File: src/rtl/pipe_pkg.sv
// Pipeline-wide constants and the WB control bundle shared by the
// ID/EX, EX/MEM and MEM/WB registers, the control unit and write-back.
package pipe_pkg;

  localparam int DATA_W = 16;
  localparam int ADDR_W = 3;

  localparam int WB_REGWRITE = 1;
  localparam int WB_MEMTOREG = 0;

  // Field order matches the raw 2-bit bundle: bit1 = RegWrite, bit0 = MemToReg.
  typedef struct packed {
    logic reg_write;
    logic mem_to_reg;
  } wb_ctrl_t;

endpackage

File: src/rtl/regfile_core.sv
// Architectural register storage: synchronous reset, one write port and
// two combinational read ports with write-first bypass.
module regfile_core #(
  parameter int DATA_W   = 16,
  parameter int ADDR_W   = 3,
  parameter int REG_N    = 8,
  parameter int ZERO_REG = 1
) (
  input  logic              clk,
  input  logic              rst,
  input  logic              we,
  input  logic [ADDR_W-1:0] waddr,
  input  logic [DATA_W-1:0] wdata,
  input  logic [ADDR_W-1:0] raddr1,
  input  logic [ADDR_W-1:0] raddr2,
  output logic [DATA_W-1:0] rdata1,
  output logic [DATA_W-1:0] rdata2
);

  logic [DATA_W-1:0] regs_q [REG_N];
  logic [DATA_W-1:0] regs_d [REG_N];
  logic              zero_hit_w;

  assign zero_hit_w = (ZERO_REG != 0) && (waddr == '0);

  always_comb begin
    regs_d = regs_q;
    if (rst) begin
      for (int i = 0; i < REG_N; i++) regs_d[i] = '0;
    end else if (we && !zero_hit_w) begin
      regs_d[waddr] = wdata;
    end
  end

  always_ff @(posedge clk) begin
    regs_q <= regs_d;
  end

  // Register 0 wins over the bypass so a stray write to it is never visible.
  function automatic logic [DATA_W-1:0] read_port(input logic [ADDR_W-1:0] addr);
    if ((ZERO_REG != 0) && (addr == '0)) return '0;
    if (we && !zero_hit_w && (addr == waddr)) return wdata;
    return regs_q[addr];
  endfunction

  assign rdata1 = read_port(raddr1);
  assign rdata2 = read_port(raddr2);

endmodule

File: src/rtl/wb_regfile.sv
// Write-back stage: selects the write-back value, qualifies the write,
// commits into the register file and counts retired writes.
module wb_regfile #(
  parameter int DATA_W   = 16,
  parameter int ADDR_W   = 3,
  parameter int REG_N    = 8,
  parameter int ZERO_REG = 1,
  parameter int CNT_W    = 16
) (
  input  logic              clk,
  input  logic              rst,
  input  logic [1:0]        wb_in,
  input  logic [DATA_W-1:0] read_data_in,
  input  logic [DATA_W-1:0] alu_out_in,
  input  logic [ADDR_W-1:0] treg_in,
  input  logic [ADDR_W-1:0] rs1_addr,
  input  logic [ADDR_W-1:0] rs2_addr,
  output logic [DATA_W-1:0] rs1_data,
  output logic [DATA_W-1:0] rs2_data,
  output logic [DATA_W-1:0] wb_data,
  output logic              wb_we,
  output logic [CNT_W-1:0]  retired_cnt
);

  import pipe_pkg::*;

  wb_ctrl_t         wb_ctrl;
  logic [CNT_W-1:0] retired_cnt_q;
  logic [CNT_W-1:0] retired_cnt_d;

  assign wb_ctrl = wb_ctrl_t'(wb_in);
  assign wb_data = wb_ctrl.mem_to_reg ? read_data_in : alu_out_in;

  // Reset kills the write so the flushed instruction never retires.
  assign wb_we = wb_ctrl.reg_write && !rst &&
                 !((ZERO_REG != 0) && (treg_in == '0));

  always_comb begin
    retired_cnt_d = retired_cnt_q;
    if (rst) begin
      retired_cnt_d = '0;
    end else if (wb_we) begin
      retired_cnt_d = retired_cnt_q + CNT_W'(1);
    end
  end

  always_ff @(posedge clk) begin
    retired_cnt_q <= retired_cnt_d;
  end

  assign retired_cnt = retired_cnt_q;

  regfile_core #(
    .DATA_W  (DATA_W),
    .ADDR_W  (ADDR_W),
    .REG_N   (REG_N),
    .ZERO_REG(ZERO_REG)
  ) u_core (
    .clk   (clk),
    .rst   (rst),
    .we    (wb_we),
    .waddr (treg_in),
    .wdata (wb_data),
    .raddr1(rs1_addr),
    .raddr2(rs2_addr),
    .rdata1(rs1_data),
    .rdata2(rs2_data)
  );

endmodule

File: config.mk
export PLATFORM = sky130hd
export DESIGN_NAME = wb_regfile
export DESIGN_NICKNAME = d
export VERILOG_FILES = /design/src/rtl/pipe_pkg.sv /design/src/rtl/regfile_core.sv /design/src/rtl/wb_regfile.sv
export SDC_FILE = /design/constraint.sdc
export NUM_CORES = 1
export LEC_CHECK = 0
export CAP_MARGIN = 20
export CORE_ASPECT_RATIO = 0.9
export CORE_UTILIZATION = 30
export CTS_CLUSTER_SIZE = 16
export DETAILED_ROUTE_END_ITERATION = 12
export REMOVE_ABC_BUFFERS = 1
export SETUP_SLACK_MARGIN = 0.3
export SYNTH_ARGS = -nofsm -noshare
export SYNTH_HDL_FRONTEND = slang
export SYNTH_SLANG_ARGS = --single-unit
File: constraint.sdc
create_clock -name clk -period 1.7 [get_ports clk]
set_input_delay 0.17 -clock clk [delete_from_list [all_inputs] [get_ports clk]]
set_output_delay 0.17 -clock clk [all_outputs]
set_load 0.005 [all_outputs]
==> impl_results.md <==
* Clock Power Share at 0.422
* Arr. time, crit path at 2.03 ns
* Residual DRC at 0
* Clock sinks at 144
* Launch point of the worst path: u_core.regs_q[38]
* Slowest stage delay, CP at 0.46 ns
* Period utilization at 1.29
* HP Class: input port to register
* Yosys warns at 0
* Critical-path cell list: mux4_2 -> mux2_4 -> a21oi_4 -> a211oi_2 -> buf_4 -> buf_6
* PortBufs at 109
* Num ports at 110
* First-pass iteration count of the detailed router at 5
* Cell count after synthesis at 743
* Violated checks: setup timing
* FFs w/ async S/R, synth at 0
* HPWL Detailed at 16200 um
* Initial core utilization at 0.310
* Top FF cell, synth: dfxtp_1
* Register bit total from synthesis at 144
* Layout cell share with drive strength beyond 1 at 0.496
* Final setup viols at 32
* DRT iter0 DRCs at 384
* Fillers at 2326
* Vias in the first global route at 6611
* Crit end category: output port
* All-Layer GR Usage at 0.191
* Clk root buf: clkbuf_16
* Clk buf depth at 2
* Crit path buffers/inverters at 2
* Largest net degree at the start of global routing at 103
* Crit start category: register
* Area Overhead vs Synth at 50.9%
* Crit path required time at 1.53 ns
* Placed Cells at 1229
* Final Total Pwr at 0.00857 W
* Maximum clock frequency at 0.455 GHz
* Power Dens Cells at 744 nW/um^2
* Slowest-stage cell, CP: mux4_2
* Cell Area, Synth at 7630 um^2
* Wire length of the first global-routing pass at 38000 um
* Number of vias per cell at 5.21
* Die height at 153 um
* TritonCTS clock tree: built
* FF-to-FF Start: retired_cnt[6]
* Die ar. at 26100 um^2
* Fin. max-slew vios at 0
* Synthesized area per cell at 10.3 um^2
* Run status: complete, but fails checks
* Worst-path fanout max at 3
* EDFF count, synth at 0
* Final cell count without fillers at 1306
* CP Class: register to output port
* ANT nets after route at 0
* Clock latency at the later pin of the worst-skew pair at 0.41 ns
* Crit path time final at 2.20 ns
* GP Congestion at 0.821
* Pleak at 4.42 nW
* Vias at 6809
* Die Wd at 170 um
* Sequential share of the synthesized area at 0.378
* Overflow after GRT at 0
* Fin Clk Skew at 0.00505 ns
* Psw at 0.00231 W
* CTS buffer count at 17
* Max Cap Viol at 0
* Slew HR at 0.477
* Final Worst Setup Slack at -0.499 ns
* H-Tree Depth at 4
* Hold WS at 0.253 ns
* Clock-pin slew on the worst setup and hold paths at 0.06 ns
* Sw frac at 0.270
* Site row count at 54
* Final WL at 24500 um
* Core Box Area at 24600 um^2
* Comb pwr share at 0.171
* P_int at 0.00626 W
* Drt wl/cell at 18.7 um
* Final Hold Fails at 0
* Cell variety after synth at 37
* VDD IR max at 0.000624 V
* Delay-heaviest family, CP: multiplexers
* RSZ-0062 raised after global routing: true
* Part of the power in registers at 0.406
* Fin nets at 1002
* Initial antenna violation count at 1
* HP Start: rst
* Worst-margin pin slew at 0.784 ns
[worst reg2reg max path, stage by stage, from the launching register on]
cell and delay (ns):
dfxtp_2 0.35, nand4_4 0.11, or4_4 0.55, or3_4 0.35, a21oi_2 0.12
[cell usage after synthesis (3+ instances only)]
| library cell | n | area share |
|---|---|---|
| xor2_1 | 7 | 0.0080 |
| buf_1 | 5 | 0.0025 |
| nand2_1 | 8 | 0.0039 |
| xnor2_1 | 3 | 0.0034 |
| clkbuf_1 | 34 | 0.017 |
| nand3_1 | 6 | 0.0039 |
| dfxtp_1 | 144 | 0.38 |
| buf_4 | 4 | 0.0039 |
| nor2_1 | 123 | 0.061 |
| mux2i_1 | 18 | 0.024 |
| nor2b_1 | 19 | 0.016 |
| or3_1 | 4 | 0.0033 |
| a211oi_1 | 144 | 0.14 |
| a21oi_1 | 39 | 0.026 |
| mux4_2 | 64 | 0.19 |
| nor3_1 | 4 | 0.0026 |
| o21ai_0 | 4 | 0.0026 |
| nor3_2 | 4 | 0.0052 |
| buf_2 | 32 | 0.021 |
| mux2_2 | 34 | 0.050 |
| inv_1 | 20 | 0.0098 |
[routing by layer]
layer / global-route usage / wire (um) / part of all wire
met1: 0.263 / 11300 / 0.46
met2: 0.301 / 11600 / 0.47
met3: 0.0363 / 1210 / 0.050
met4: 0.0596 / 407 / 0.017
met5: 0 / 0 / 0
[cells by family (layout without fill, tap and decap cells)]
group           Yosys count  after routing  synth area share
xor+xnor                 10             10            0.0115
compound gates          191            191             0.174
fa+ha+maj                 1              1           0.00164
mux                     116            116             0.263
simple gates            186            186             0.118
buf+inv                  95            321            0.0540
flops                   144            144             0.378
other cells               0              1                 0
[final timing paths]
path / end / slack, ns / cells after the start
worst max-delay path: rs2_data[6] / -0.50 / 6
worst min-delay path: retired_cnt[3] / 0.25 / 3
worst max register to register: retired_cnt[11] / 0.15 / 4
worst min register to register: u_core.regs_q[122] / 0.48 / 1
[sequential cells by signal (all words and copies together) (netlist names)]
signal and count:
u_core.regs_q 128, retired_cnt 16
[stage by stage]
stage / instance area, um^2 / TNS (ns) / util / setup slack, ns
finish: 11500 / -9.01 / 0.468 / -0.499
CTS: 11300 / -9.38 / 0.457 / -0.500
floorplan: 7290 / -58.06 / - / -0.822
detailed placement: 10000 / -66.93 / 0.407 / -1.05
global placement: 10000 / -64.48 / 0.407 / -1.10
global route: 11500 / -10.86 / 0.468 / -0.542
[power groups by stage]
stage          logic (W)  clock network [W]  registers (W)
6_report         0.00147            0.00362        0.00348
3_3_place_gp     0.00126                  0        0.00355
2_1_floorplan   0.000432                  0        0.00354
4_1_cts          0.00141            0.00369        0.00348
5_1_grt          0.00156            0.00387        0.00349
3_5_place_dp     0.00126                  0        0.00355
[final cells by class]
cell class	instances	area, um^2	area share
Antenna cell	1	2.50	0.000217
Clock buffer	18	439	0.0381
Clock inverter	14	130	0.0113
Inverter	20	75.1	0.00652
Multi-Input combinational cell	504	5030	0.437
Sequential cell	144	2950	0.256
Tap cell	336	420	0.0365
Timing Repair Buffer	269	2470	0.214
[cell usage in the layout, fill, tap and decap left out, types with 3 or more instances in the layout]
cell               n
a211oi_1         124
dlymetal6s2s_1     6
nor3_2             5
buf_6             15
xnor2_1            3
mux2i_2            3
inv_1             20
clkdlybuf4s50_1   20
mux2i_1            8
buf_2             34
a21oi_2           22
xor2_1             5
nand3_1            6
inv_6              4
or4_4              3
a21oi_1            3
clkinv_4           3
mux4_2            64
buf_4            120
o21ai_0            4
nor2b_1           19
dfxtp_1           97
mux2i_4            7
buf_12            29
mux2_2             3
clkbuf_16         17
nand2_1            7
mux2_4            31
dlygate4sd2_1     32
a211oi_2          20
a21oi_4           14
clkinv_2           4
nor3b_4            3
clkbuf_2           9
dfxtp_2           45
nor2_1           120
[timing repair]
action,CTS,global route
endpoints found under the setup margin,198,51
resized for setup,360,62
setup buffers,33,11
endpoints found under the hold margin,0,0
hold buffers,0,0
pin swaps,18,7
No activity file was read; power rests on OpenSTA's default activity.
